## src/rtl/seven_seg_scan_driver.sv

```systemverilog
// Multiplexed N-digit common-anode 7-segment driver: hex decode, blanking, dp, blink,
// with a shadow register set that commits to the displayed set only at frame boundaries.
module seven_seg_scan_driver #(
   parameter int NUM_DIGITS   = 4,
   parameter int REFRESH_DIV  = 100000,
   parameter int BLINK_FRAMES = 64,
   localparam int SW = (NUM_DIGITS > 1) ? $clog2(NUM_DIGITS) : 1,
   localparam int PW = (REFRESH_DIV > 1) ? $clog2(REFRESH_DIV) : 1,
   localparam int FW = (BLINK_FRAMES > 1) ? $clog2(BLINK_FRAMES) : 1
) (
   input  logic                      clk,
   input  logic                      rst,
   input  logic                      load,
   input  logic [4*NUM_DIGITS-1:0]   digits_in,
   input  logic [NUM_DIGITS-1:0]     digit_en_in,
   input  logic [NUM_DIGITS-1:0]     blink_in,
   input  logic [NUM_DIGITS-1:0]     dp_in,
   output logic                      load_ack,
   output logic [6:0]                segments,
   output logic                      dp,
   output logic [NUM_DIGITS-1:0]     anode_active,
   output logic [SW-1:0]             scan_idx,
   output logic                      frame_tick
);

   function automatic logic [6:0] hex7(input logic [3:0] v);
      case (v)
         4'h0: hex7 = 7'b0000001;
         4'h1: hex7 = 7'b1001111;
         4'h2: hex7 = 7'b0010010;
         4'h3: hex7 = 7'b0000110;
         4'h4: hex7 = 7'b1001100;
         4'h5: hex7 = 7'b0100100;
         4'h6: hex7 = 7'b0100000;
         4'h7: hex7 = 7'b0001111;
         4'h8: hex7 = 7'b0000000;
         4'h9: hex7 = 7'b0000100;
         4'hA: hex7 = 7'b0001000;
         4'hB: hex7 = 7'b1100000;
         4'hC: hex7 = 7'b0110001;
         4'hD: hex7 = 7'b1000010;
         4'hE: hex7 = 7'b0110000;
         default: hex7 = 7'b0111000;
      endcase
   endfunction

   logic [PW-1:0]             presc_q, presc_d;
   logic [SW-1:0]             scan_q, scan_d;
   logic [FW-1:0]             fcnt_q, fcnt_d;
   logic                      phase_q, phase_d;
   logic                      ft_q, ft_d;
   logic                      pend_q, pend_d;
   logic [4*NUM_DIGITS-1:0]   sh_dig_q, act_dig_q, act_dig_d;
   logic [NUM_DIGITS-1:0]     sh_en_q, sh_blk_q, sh_dp_q;
   logic [NUM_DIGITS-1:0]     act_en_q, act_blk_q, act_dp_q;
   logic [NUM_DIGITS-1:0]     act_en_d, act_blk_d, act_dp_d;
   logic [6:0]                seg_q, seg_d;
   logic                      dp_q, dp_d;
   logic [NUM_DIGITS-1:0]     an_q, an_d;
   logic                      presc_end, commit, blank;
   logic                      en_sel, blk_sel, dp_sel;
   logic [3:0]                nib_sel;

   always_comb begin
      presc_end = (presc_q == PW'(REFRESH_DIV - 1));
      presc_d   = presc_end ? '0 : presc_q + 1'b1;
      scan_d    = scan_q;
      if (presc_end)
         scan_d = (scan_q == SW'(NUM_DIGITS - 1)) ? '0 : scan_q + 1'b1;
      ft_d = presc_end && (scan_q == SW'(NUM_DIGITS - 1));

      // Commit and blink-phase update share the frame_tick cycle; the decode below
      // looks at their next-state values so digit 0 of the new frame is already current.
      commit    = ft_q & pend_q;
      act_dig_d = commit ? sh_dig_q : act_dig_q;
      act_en_d  = commit ? sh_en_q  : act_en_q;
      act_blk_d = commit ? sh_blk_q : act_blk_q;
      act_dp_d  = commit ? sh_dp_q  : act_dp_q;
      pend_d    = load | (pend_q & ~commit);

      fcnt_d  = fcnt_q;
      phase_d = phase_q;
      if (ft_q) begin
         if (fcnt_q == FW'(BLINK_FRAMES - 1)) begin
            fcnt_d  = '0;
            phase_d = ~phase_q;
         end else begin
            fcnt_d = fcnt_q + 1'b1;
         end
      end

      nib_sel = '0;
      en_sel  = 1'b0;
      blk_sel = 1'b0;
      dp_sel  = 1'b0;
      an_d    = '1;
      for (int i = 0; i < NUM_DIGITS; i++) begin
         if (scan_q == SW'(i)) begin
            nib_sel = act_dig_d[4*i +: 4];
            en_sel  = act_en_d[i];
            blk_sel = act_blk_d[i];
            dp_sel  = act_dp_d[i];
            an_d[i] = 1'b0;
         end
      end
      blank = ~en_sel | (blk_sel & phase_d);
      seg_d = blank ? 7'h7F : hex7(nib_sel);
      dp_d  = blank ? 1'b1 : ~dp_sel;
      if (blank) an_d = '1;
   end

   always_ff @(posedge clk) begin
      if (rst) begin
         presc_q   <= '0;
         scan_q    <= '0;
         fcnt_q    <= '0;
         phase_q   <= 1'b0;
         ft_q      <= 1'b0;
         pend_q    <= 1'b0;
         sh_dig_q  <= '0;
         sh_en_q   <= '0;
         sh_blk_q  <= '0;
         sh_dp_q   <= '0;
         act_dig_q <= '0;
         act_en_q  <= '0;
         act_blk_q <= '0;
         act_dp_q  <= '0;
         seg_q     <= 7'h7F;
         dp_q      <= 1'b1;
         an_q      <= '1;
      end else begin
         presc_q   <= presc_d;
         scan_q    <= scan_d;
         fcnt_q    <= fcnt_d;
         phase_q   <= phase_d;
         ft_q      <= ft_d;
         pend_q    <= pend_d;
         act_dig_q <= act_dig_d;
         act_en_q  <= act_en_d;
         act_blk_q <= act_blk_d;
         act_dp_q  <= act_dp_d;
         seg_q     <= seg_d;
         dp_q      <= dp_d;
         an_q      <= an_d;
         if (load) begin
            sh_dig_q <= digits_in;
            sh_en_q  <= digit_en_in;
            sh_blk_q <= blink_in;
            sh_dp_q  <= dp_in;
         end
      end
   end

   assign load_ack     = commit;
   assign frame_tick   = ft_q;
   assign scan_idx     = scan_q;
   assign segments     = seg_q;
   assign dp           = dp_q;
   assign anode_active = an_q;

endmodule
```

## config.mk

```make
export PLATFORM = sky130hd
export DESIGN_NAME = seven_seg_scan_driver
export DESIGN_NICKNAME = d
export VERILOG_FILES = /design/src/rtl/seven_seg_scan_driver.sv
export SDC_FILE = /design/constraint.sdc
export NUM_CORES = 1
export LEC_CHECK = 0
export ABC_AREA = 1
export BUFFER_PORTS_ARGS = -buffer_cell sky130_fd_sc_hd__buf_4
export CORE_MARGIN = 2
export CORE_UTILIZATION = 42
export CTS_BUF_LIST = sky130_fd_sc_hd__clkbuf_8
export DETAILED_ROUTE_END_ITERATION = 16
export PLACE_DENSITY = 0.73
export SYNTH_ARGS = -nofsm -noshare
export SYNTH_HDL_FRONTEND = slang
export SYNTH_SLANG_ARGS = --single-unit
```

## constraint.sdc

```tcl
create_clock -name clk -period 2.05 [get_ports clk]
set_clock_uncertainty 0.1 [all_clocks]
set_input_delay 0.615 -clock clk [delete_from_list [all_inputs] [get_ports clk]]
set_output_delay 0.615 -clock clk [all_outputs]
set_load 0.005 [all_outputs]
```

==> flow_metrics.py, run 1 <==
metrics = {
    "cts": {
        "cts_max_path_buffers": 2,
        "cts_buffers": 9,
        "cts_hold_buf": 0,
        "clock-root-buffer": "clkbuf_8",
        "cts.htree.levels": 3,
        "clk_pin_slew_ns": 0.10,
        "clk_latency_ns": 0.37,
        "cts_tree": "done",
        "cts_sinks": 96,
    },
    "sta": {
        "min_period_ns": 2.00,
        "slew_headroom_pct": 75.1,
        "fin_setup_tns_ns": 0,
        "finalSetupViolCount": 0,
        "final_hold_viol_count": 0,
        "min_period_over_period_pct": 97.6,
        "tightest_slew_ns": 0.373,
        "hold_ws_ns": 0.357,
        "setup_ws_ns": 0.0484,
        "max_freq_mhz": 500,
        "slew_violations": 0,
    },
    "place": {
        "hpwl_um": 6680,
        "dpl_worst_slack_ns": -0.0392,
        "place.port_buffers": 46,
        "placedCellCount": 754,
        "gp_congestion": 0.893,
    },
    "worst_setup_path": {
        "regToRegEndpoint": "segments[1]$_SDFF_PP1_",
        "reg2reg_depth": 12,
        "timing.rr.start": "scan_idx[1]$_SDFFE_PP0N_",
        "worst-path-max-fanout": 6,
        "crit_path_start_kind": "flip-flop",
        "reg2reg_slack_ns": 0.05,
        "cp.arrival_ns": 2.17,
        "crit_type": "flip-flop to flip-flop",
        "endpoint_kind": "flip-flop",
        "cp_data_required_time_ns": 2.21,
    },
    "synth": {
        "ys_warn_count": 0,
        "async_flop_share_pct": 0,
        "synth_area_leaders": "dfxtp_1 46%, nand2_1 11%, nor2_1 8.1%",
        "syn-cell-area_mm2": 0.00419,
        "synth_top_family_by_area": "simple AND/OR/NAND/NOR gates",
        "synth_simple_gate_area_share_pct": 29.2,
        "syn_avg_cell_area_um2": 7.26,
        "synth_edf_count": 0,
        "yosys-top-cells-count": "124 x nand2_1, 96 x dfxtp_1, 90 x nor2_1",
        "synth_xor_area_share_pct": 1.04,
        "synth_top_area_cell": "dfxtp_1",
        "synthMuxAreaShare_pct": 0.716,
        "syn_nets": 621,
        "synthAdderAreaFrac_pct": 3.58,
        "synth_compound_area_share_pct": 10.4,
        "ys.flop_type": "dfxtp_1",
        "synth_most_common_cell": "nand2_1",
        "synth_top_area_share_pct": 45.8,
        "syn_inst": 578,
        "synth_seq_cells": 96,
        "synth_cell_type_count": 35,
        "ys_seq_area_share_pct": 45.8,
    },
    "run": {
        "max-cap-violations": 0,
    },
    "power_and_ir_drop": {
        "p_int_mw": 2.57,
        "pwr-share-clk_pct": 38.5,
        "vdd_ir_drop_max_mv": 0.432,
        "p_leak_nw": 2.22,
        "seqPwrFrac_pct": 56.8,
        "power_mw": 3.40,
        "sw_frac_of_total_pct": 24.4,
        "power_switching_uw": 830,
        "power_density_mw_per_mm2": 666,
        "p_comb_share_pct": 4.7,
    },
    "cells_and_area": {
        "finalNonFillerCells": 773,
        "area_growth_pct": 21.6,
        "antenna_cells": 0,
        "drive_above_1_share_pct": 19.7,
        "nNetsFinal": 678,
    },
    "detailed_routing": {
        "via_per_inst": 4.92,
        "drt-total-wl_um": 9640,
        "wire_per_inst_um": 12.5,
        "drc": 0,
        "detail-route-antenna-nets": 0,
        "drtPass1Iterations": 4,
        "drt_iter0_markers": 211,
        "vias": 3800,
    },
    "floorplan": {
        "dieArea_mm2": 0.0108,
        "core_mm2": 0.00973,
        "start_util_pct": 43.1,
        "die_x_um": 104,
        "fp-row-count": 36,
        "die_h_um": 104,
        "num_io_pins": 47,
    },
    "global_route": {
        "antenna_found_initial": 0,
        "grt_pass1_wl_um": 15700,
        "first_global_vias": 3526,
        "grtUsageTotal_pct": 17.7,
        "grt_max_degree": 37,
        "grt_overflow_total": 0,
    },
    "worst_hold_path": {
        "hold_path_depth": 3,
        "hold_end": "sh_dig_q[3]$_SDFFE_PP0P_",
        "worst_hold_startpoint": "digits_in[3]",
        "hold_path.class": "input pin to flip-flop",
    },
    "status": {
        "outcome": "finished clean",
    },
}
-- registers in the layout, summed over array words and instances, names as in the netlist --
| name | cells |
|---|---|
| frame_tick | 1 |
| sh_dp_q | 4 |
| act_dp_q | 4 |
| sh_en_q | 4 |
| dp | 1 |
| pend_q | 1 |
| sh_dig_q | 16 |
| presc_q | 17 |
| act_dig_q | 16 |
| act_blk_q | 4 |
| scan_idx | 2 |
| sh_blk_q | 4 |
| anode_active | 4 |
| act_en_q | 4 |
| phase_q | 1 |
| segments | 7 |
| fcnt_q | 6 |
-- final cells by class --
type / count / area [um2]
Clock buffer: 9 / 124
Clock inverter: 7 / 91.3
Fill cell: 926 / 4630
Inverter: 65 / 244
Multi-Input combinational cell: 393 / 2020
Sequential cell: 96 / 1930
Tap cell: 133 / 166
Timing Repair Buffer: 70 / 529
-- worst max path at each step --
stage,depth (start not counted),from,slack (ns),endpoint
floorplan,15,scan_idx[1]$_SDFFE_PP0N_,0.002,segments[3]$_SDFF_PP1_
global placement,14,scan_idx[1]$_SDFFE_PP0N_,0.07,segments[3]$_SDFF_PP1_
detailed placement,14,scan_idx[1]$_SDFFE_PP0N_,-0.04,segments[3]$_SDFF_PP1_
CTS,15,scan_idx[0]$_SDFFE_PP0N_,0.00002,segments[3]$_SDFF_PP1_
global route,15,scan_idx[0]$_SDFFE_PP0N_,-0.07,segments[3]$_SDFF_PP1_
finish,12,scan_idx[1]$_SDFFE_PP0N_,0.05,segments[1]$_SDFF_PP1_
-- cell families after synthesis --
logic type,count (synthesis)
adders and majority gates,12
buffers and inverters,89
DFF,96
xor gates and xnor gates,5
AOI/OAI and AO/OA,82
and+or+nand+nor,291
muxes,3
-- metal layers --
layer	up-vias	track usage (%)	share of wire [%]
li1	1943	-	-
met1	1754	22.9	47
met2	86	28.8	47
met3	17	2.82	4.2
met4	0	8.49	2.0
met5	-	0	0
-- critical path, cell delays in order, from the launching register on --
cell     delay [ns]
dfxtp_2        0.35
buf_4          0.14
ha_2           0.25
inv_1          0.13
nand2_1        0.12
nand2_2        0.08
nand2_4        0.14
inv_2          0.07
ha_1           0.20
nand2_1        0.12
nand2_1        0.07
nand2_1        0.06
nand3_1        0.06
-- layout by cell type (no fill, tap or decap), types with 3 or more instances in the layout --
master | netlist | routed
nor3_1 | 7 | 7
a21oi_1 | 31 | 31
nand3_1 | 49 | 46
ha_4 | 0 | 5
nand2_1 | 124 | 118
or2_2 | 3 | 3
xor2_1 | 4 | 4
clkinv_4 | 0 | 3
nor3b_1 | 4 | 4
dfxtp_2 | 0 | 4
nand2_2 | 6 | 8
nor2_1 | 90 | 87
nand3_2 | 0 | 3
ha_1 | 12 | 6
inv_1 | 63 | 59
o21ai_0 | 40 | 40
clkbuf_8 | 0 | 9
buf_4 | 2 | 69
inv_2 | 1 | 5
o21ai_1 | 3 | 3
dfxtp_1 | 96 | 92
mux2i_1 | 3 | 3
nand2_4 | 0 | 4
-- timing repair --
item / CTS / global route
endpoints found under the setup margin: 4 / 13
pin swaps: 1 / 7
gates resized for setup: 5 / 30
setup buffers: 2 / 1
-- stage by stage --
stage          utilization (%)  area, um2
5_1_grt                   52.4       5100
3_5_place_dp              48.6       4730
2_1_floorplan                -       4200
4_1_cts                   51.1       4970
3_3_place_gp              48.6       4730
6_report                  52.4       5100
-- power groups by stage --
stage / registers [mW] / logic [mW] / clock network (mW)
global route: 1.93 / 0.184 / 1.39
finish: 1.93 / 0.160 / 1.31
CTS: 1.93 / 0.161 / 1.33
detailed placement: 1.97 / 0.159 / 0
floorplan: 1.96 / 0.0881 / 0
global placement: 1.97 / 0.156 / 0
Power figures use the tool's default switching activity.
==> inputs of run 2 (changes only) <==
--- a/config.mk
+++ b/config.mk
@@ -5,7 +5,7 @@
 export SDC_FILE = /design/constraint.sdc
 export NUM_CORES = 1
 export LEC_CHECK = 0
-export ABC_AREA = 1
+export ABC_AREA = 0
 export BUFFER_PORTS_ARGS = -buffer_cell sky130_fd_sc_hd__buf_4
 export CORE_MARGIN = 2
 export CORE_UTILIZATION = 42
==> run 2 against run 1 <==
  * The run now ends with negative setup slack left
  * Combinational power up 4%
  * Clock-buffer cell count is the same
  * Via count fell by 17%
  * First-iteration DRC count shrank 53%
  * Clock power decreased by 4%
  * Sequential power is essentially flat
  * Synthesized area down 4.8%
  * Routed wire length decreased by 7.3%
  * Sequential cell count is the same
  * Final cell count down 17%
  * Critical path depth down 2
  * Cell area grew 4.8%
  * Highest routed layer unchanged
==> flow_metrics.py, run 2 <==
metrics = {
    "detailed_routing": {
        "wire_per_inst_um": 14.0,
        "via_per_inst": 4.96,
        "detail-route-antenna-nets": 0,
        "drt-total-wl_um": 8940,
        "drtPass1Iterations": 4,
        "vias": 3162,
        "drt_iter0_markers": 100,
        "drc": 0,
    },
    "worst_setup_path": {
        "crit_path_top_delay_cell": "dfxtp_2",
        "regToRegEndpoint": "segments[0]$_SDFF_PP1_",
        "crit_type": "flip-flop to flip-flop",
        "crit_path_start_kind": "flip-flop",
        "reg2reg_slack_ns": -0.04,
        "timing.rr.start": "scan_idx[1]$_SDFFE_PP0N_",
        "crit_chain": "inv_4, ha_4, buf_6, buf_4, a31oi_4, buf_6, a311o_1, nand4_1, buf_4, o221ai_2",
        "endpoint_kind": "flip-flop",
        "worst-path-max-fanout": 4,
        "reg2reg_depth": 10,
        "cp.arrival_ns": 2.29,
        "cp_data_required_time_ns": 2.25,
        "slowest_delay_ns": 0.37,
    },
    "cells_and_area": {
        "drive_above_1_share_pct": 33.6,
        "largest_reg_flops": 17,
        "n_fill_cell": 772,
        "final_design_area_no_fill_mm2": 0.00535,
        "nNetsFinal": 547,
        "register_area_mm2": 0.00193,
        "largestRegisters": "presc_q x17, act_dig_q x16, sh_dig_q x16",
        "mostFrequentLayoutCell": "dfxtp_1",
        "mostFrequentLayoutCells": "92 x dfxtp_1, 89 x buf_4, 82 x nor2_1, 49 x mux2i_1, 17 x nand2_1",
        "antenna_cells": 0,
        "area_growth_pct": 33.8,
        "multi_input_area_mm2": 0.00217,
        "top_register": "presc_q",
    },
    "synth": {
        "ys_seq_area_share_pct": 48.1,
        "synth_seq_cells": 96,
        "synth_top_area_cell": "dfxtp_1",
        "ys.flop_type": "dfxtp_1",
        "synth_most_common_cell": "dfxtp_1",
        "yosys-top-cells-count": "96 x dfxtp_1, 83 x nor2_1, 54 x mux2i_1",
        "syn_inst": 411,
        "syn_avg_cell_area_um2": 9.72,
        "synth_cell_type_count": 46,
        "syn_nets": 454,
        "synth_edf_count": 0,
        "synth_top_area_share_pct": 48.1,
        "async_flop_share_pct": 0,
        "synth_area_leaders": "dfxtp_1 48%, mux2i_1 14%, nor2_1 7.8%",
        "syn-cell-area_mm2": 0.00399,
        "ys_warn_count": 0,
    },
    "sta": {
        "rsz0062_at_grt": "true",
        "hold_ws_ns": 0.366,
        "final_hold_viol_count": 0,
        "setup_ws_ns": -0.0400,
        "slew_violations": 0,
        "min_period_over_period_pct": 102,
        "slew_headroom_pct": 66.5,
        "finalSetupViolCount": 3,
        "tightest_slew_ns": 0.503,
        "min_period_ns": 2.09,
        "max_freq_mhz": 478,
    },
    "cts": {
        "cts_buffers": 9,
        "cts_hold_buf": 0,
        "clk_latency_ns": 0.37,
        "cts_tree": "done",
        "clk_pin_slew_ns": 0.09,
        "clock-root-buffer": "clkbuf_8",
        "cts.htree.levels": 3,
        "cts_max_path_buffers": 2,
        "cts_sinks": 96,
    },
    "worst_hold_path": {
        "hold_path.class": "flip-flop to flip-flop",
        "hold_path_depth": 2,
        "worst_hold_startpoint": "act_dig_q[6]$_SDFF_PP0_",
        "hold_end": "act_dig_q[6]$_SDFF_PP0_",
    },
    "global_route": {
        "antenna_found_initial": 0,
        "grt_max_degree": 34,
        "grt_pass1_wl_um": 14100,
        "met1_usage_pct": 21.6,
        "first_global_vias": 2993,
        "use_met3_pct": 4.28,
        "grt_overflow_total": 0,
        "grtUsageTotal_pct": 17.5,
        "busiest_layer": "met2",
        "met2_usage_pct": 29.5,
    },
    "power_and_ir_drop": {
        "power_density_mw_per_mm2": 627,
        "vdd_ir_drop_max_mv": 0.338,
        "p_leak_nw": 2.30,
    },
    "floorplan": {
        "num_io_pins": 47,
        "start_util_pct": 43.2,
        "core_mm2": 0.00924,
        "die_h_um": 102,
        "fp-row-count": 35,
        "die_x_um": 102,
        "dieArea_mm2": 0.0103,
    },
    "place": {
        "dpl-instance-area_mm2": 0.00474,
        "dpl_worst_slack_ns": -0.0956,
        "gp_congestion": 0.805,
        "place.port_buffers": 46,
        "hpwl_um": 6370,
    },
    "status": {
        "violations": "negative setup slack",
        "outcome": "finished with violations",
    },
    "run": {
        "max-cap-violations": 0,
    },
}
[run 2: timing repair]
item,in CTS,in global routing
setup endpoints to repair,7,30
gates cloned,0,0
resized for setup,20,47
pin swaps,13,13
setup buffers,9,9
[run 2: cells by family after synthesis]
logic type	Yosys count	synth area share (%)
DFF	96	48.1
xor gates and xnor gates	21	4.61
adders and majority gates	12	3.76
and+or+nand+nor	148	16.8
muxes	57	14.4
buffers and inverters	31	3.73
AOI/OAI and AO/OA	46	8.62
[run 2: through the flow]
step	utilization [%]	setup TNS, ns	power, mW	std cells
6_report	57.8	-0.0908	3.35	638
5_1_grt	57.8	-0.516	3.48	638
4_1_cts	55.0	-0.0912	3.39	630
3_5_place_dp	51.3	-0.277	2.13	606
3_3_place_gp	51.3	-0.0139	2.13	606
2_1_floorplan	-	-0.0248	2.06	411
[run 2: power breakdown]
group          leakage, nW  switching (mW)  total (mW)  internal, mW
Clock                0.101           0.679        1.26         0.577
Sequential           0.783          0.0293        1.93          1.90
Combinational         1.41          0.0778       0.166        0.0878
[run 2: metal layers]
metal / part of all wire, % / vias to the layer above / wire length (um)
li1: - / 1595 / -
met1: 45 / 1490 / 4030
met2: 50 / 67 / 4470
met3: 3.9 / 10 / 350
met4: 1.1 / 0 / 95
met5: 0 / - / 0
[run 2: how the worst max path moves through the flow]
stage                              from                endpoint
3_3_place_gp      frame_tick$_SDFF_PP0_  segments[3]$_SDFF_PP1_
6_report       scan_idx[1]$_SDFFE_PP0N_  segments[0]$_SDFF_PP1_
3_5_place_dp      frame_tick$_SDFF_PP0_  segments[3]$_SDFF_PP1_
2_1_floorplan     frame_tick$_SDFF_PP0_  segments[3]$_SDFF_PP1_
5_1_grt        scan_idx[1]$_SDFFE_PP0N_  segments[6]$_SDFF_PP1_
4_1_cts               pend_q$_SDFF_PP0_  segments[3]$_SDFF_PP1_
[run 2: cell type report]
type | count | share of cell area, %
Inverter | 13 | 1.29
Sequential cell | 96 | 36.2
Clock buffer | 9 | 2.32
Timing Repair Buffer | 100 | 15.1
Multi-Input combinational cell | 284 | 40.6
Tap cell | 129 | 3.02
Clock inverter | 7 | 1.45
[run 2: worst max-delay path: cells and delay by family, from the launching register on]
family | cells | cell delay (ns)
fa+ha+maj | 1 | 0.18
buf+inv | 5 | 0.61
simple gates | 1 | 0.19
compound gates | 3 | 0.57
flops | 1 | 0.37
==> inputs of run 3 (changes only) <==
--- a/config.mk
+++ b/config.mk
@@ -5,13 +5,13 @@
 export SDC_FILE = /design/constraint.sdc
 export NUM_CORES = 1
 export LEC_CHECK = 0
-export ABC_AREA = 0
+export ABC_AREA = 1
 export BUFFER_PORTS_ARGS = -buffer_cell sky130_fd_sc_hd__buf_4
 export CORE_MARGIN = 2
 export CORE_UTILIZATION = 42
 export CTS_BUF_LIST = sky130_fd_sc_hd__clkbuf_8
 export DETAILED_ROUTE_END_ITERATION = 16
-export PLACE_DENSITY = 0.73
+export PLACE_DENSITY = 0.7
 export SYNTH_ARGS = -nofsm -noshare
 export SYNTH_HDL_FRONTEND = slang
 export SYNTH_SLANG_ARGS = --single-unit
==> constraint.sdc (replaced) <==
create_clock -name clk -period 2.1 [get_ports clk]
set_clock_uncertainty 0.1 [all_clocks]
set_input_delay 0.63 -clock clk [delete_from_list [all_inputs] [get_ports clk]]
set_output_delay 0.63 -clock clk [all_outputs]
set_load 0.005 [all_outputs]
==> run 3 against run 2 <==
  * The run now ends clean
  * Die area rose by 4.8%
  * Routed wire length is 2.7% higher
  * Sequential share of layout area up 2.0 points
  * Sequential cell count is the same
==> flow_metrics.py, run 3 (synthesized netlist as in run 1, its figures left out) <==
metrics = {
    "status": {
        "outcome": "finished clean",
    },
    "floorplan": {
        "dieArea_mm2": 0.0108,
        "fp-row-count": 36,
        "start_util_pct": 43.1,
        "die_h_um": 104,
        "num_io_pins": 47,
        "core_mm2": 0.00973,
        "die_x_um": 104,
    },
    "global_route": {
        "grt_pass1_wl_um": 15800,
        "antenna_found_initial": 0,
        "grt_max_degree": 37,
        "grtUsageTotal_pct": 17.6,
        "grt_overflow_total": 0,
        "first_global_vias": 3533,
    },
    "worst_setup_path": {
        "crit_path_top_delay_cell": "dfxtp_2",
        "crit_path_start_kind": "flip-flop",
        "crit_chain": "nand2_4, inv_1, buf_6, buf_4",
        "crit_type": "flip-flop to primary output",
        "slowest_delay_ns": 0.38,
        "cp_data_required_time_ns": 1.37,
        "cp.arrival_ns": 1.30,
        "crit_family": "buffers and inverters",
        "critPathBufInv": 3,
        "endpoint_kind": "primary output",
        "worst-path-max-fanout": 15,
    },
    "sta": {
        "min_period_over_period_pct": 96.5,
        "slew_violations": 0,
        "min_period_ns": 2.03,
        "hold_ws_ns": 0.353,
        "finalSetupViolCount": 0,
        "tightest_slew_ns": 0.380,
        "max_freq_mhz": 494,
        "slew_headroom_pct": 74.5,
        "final_hold_viol_count": 0,
    },
    "detailed_routing": {
        "drt-total-wl_um": 9190,
        "wire_per_inst_um": 11.9,
        "vias": 3712,
        "drc": 0,
        "via_per_inst": 4.83,
        "drtPass1Iterations": 5,
        "drt_iter0_markers": 162,
        "detail-route-antenna-nets": 0,
    },
    "cells_and_area": {
        "area_growth_pct": 20.3,
        "largestRegisters": "presc_q x17, act_dig_q x16, sh_dig_q x16",
        "drive_above_1_share_pct": 17.8,
        "top_register": "presc_q",
        "final_design_area_no_fill_mm2": 0.00505,
        "mostFrequentLayoutCells": "120 x nand2_1, 92 x dfxtp_1, 88 x nor2_1, 63 x buf_4, 60 x inv_1",
        "nNetsFinal": 674,
        "largest_reg_flops": 17,
        "antenna_cells": 0,
        "mostFrequentLayoutCell": "nand2_1",
    },
    "power_and_ir_drop": {
        "power_switching_uw": 728,
        "power_mw": 3.36,
        "sw_frac_of_total_pct": 21.7,
        "seqPwrFrac_pct": 56.1,
        "pwr-share-clk_pct": 39.2,
        "power_density_mw_per_mm2": 665,
        "p_leak_nw": 2.22,
        "vdd_ir_drop_max_mv": 0.297,
        "p_int_mw": 2.63,
        "p_comb_share_pct": 4.7,
    },
    "place": {
        "place.port_buffers": 46,
        "dpl-instance-area_mm2": 0.00472,
        "gp_congestion": 0.875,
        "hpwl_um": 6680,
    },
    "cts": {
        "cts_hold_buf": 0,
        "cts_buffers": 9,
        "cts_sinks": 96,
        "cts_max_path_buffers": 2,
        "clk_latency_ns": 0.37,
        "clock-root-buffer": "clkbuf_8",
        "cts.htree.levels": 3,
        "cts_tree": "done",
        "clk_pin_slew_ns": 0.10,
    },
    "worst_hold_path": {
        "hold_path.class": "flip-flop to flip-flop",
    },
    "run": {
        "max-cap-violations": 0,
    },
}
## run 3: cell count changes in the layout (fill, tap and decap cells not counted), sizes merged, moves of 6 or more
cell    delta
mux2i     -51
xnor2      -7
inv       +49
nor2       +6
xor2       -9
and3       -6
a21oi     +21
o21ai     +39
nand3     +36
buf       -34
nand2    +109
o221ai     -7
## run 3: metal layers
layer	share of wire [%]	track usage [%]	vias up
li1	-	-	1930
met1	48	22.6	1700
met2	47	29.0	64
met3	3.1	3.07	18
met4	2.0	8.20	0
met5	0	0	-
## run 3: area by class of cell
class,instances,area [um2]
Fill cell,955,4680
Timing Repair Buffer,66,515
Sequential cell,96,1930
Inverter,65,249
Clock buffer,10,138
Clock inverter,6,82.6
Multi-Input combinational cell,393,1970
Tap cell,133,166
## run 3: final timing paths
check                                 from                     end  slack, ns  cells after the start
hold / removal       presc_q[0]$_SDFF_PP0_   presc_q[0]$_SDFF_PP0_       0.35                      1
setup / recovery     frame_tick$_SDFF_PP0_                load_ack       0.07                      4
hold reg to reg      presc_q[0]$_SDFF_PP0_   presc_q[0]$_SDFF_PP0_       0.35                      1
setup reg to reg  scan_idx[1]$_SDFFE_PP0N_  segments[6]$_SDFF_PP1_       0.17                     12
## run 3: worst reg2reg max path, delay by kind of cell (launching register included)
kind / cells / cell delay [ns]
AND/OR/NAND/NOR: 7 / 0.56
adder cells (fa/ha/maj): 2 / 0.43
flip-flops: 1 / 0.34
buffers and inverters: 2 / 0.23
AO/OA/AOI/OAI: 1 / 0.21
## run 3: metrics by stage
| step | TNS (ns) | worst slack (ns) | instances | utilization (%) |
|---|---|---|---|---|
| 2_1_floorplan | 0 | 0.0516 | 578 | - |
| 3_3_place_gp | 0 | 0.0671 | 751 | 48.5 |
| 3_5_place_dp | 0 | 0.0149 | 751 | 48.5 |
| 4_1_cts | 0 | 0.00724 | 767 | 50.9 |
| 5_1_grt | -0.0136 | -0.0136 | 769 | 51.9 |
| 6_report | 0 | 0.0743 | 769 | 51.9 |
## run 3: power by group through the flow
stage               Clock [mW]  Sequential (mW)  Combinational [mW]
finish                    1.32             1.88               0.158
global route              1.41             1.89               0.181
CTS                       1.35             1.88               0.160
detailed placement           0             1.93               0.159
global placement             0             1.92               0.156
floorplan                    0             1.92              0.0860
## run 3: repair_timing
action,4_1_cts,5_1_grt
pin swaps,0,3
gates resized for setup,2,25
endpoints found under the setup margin,3,12
buffers inserted,0,2
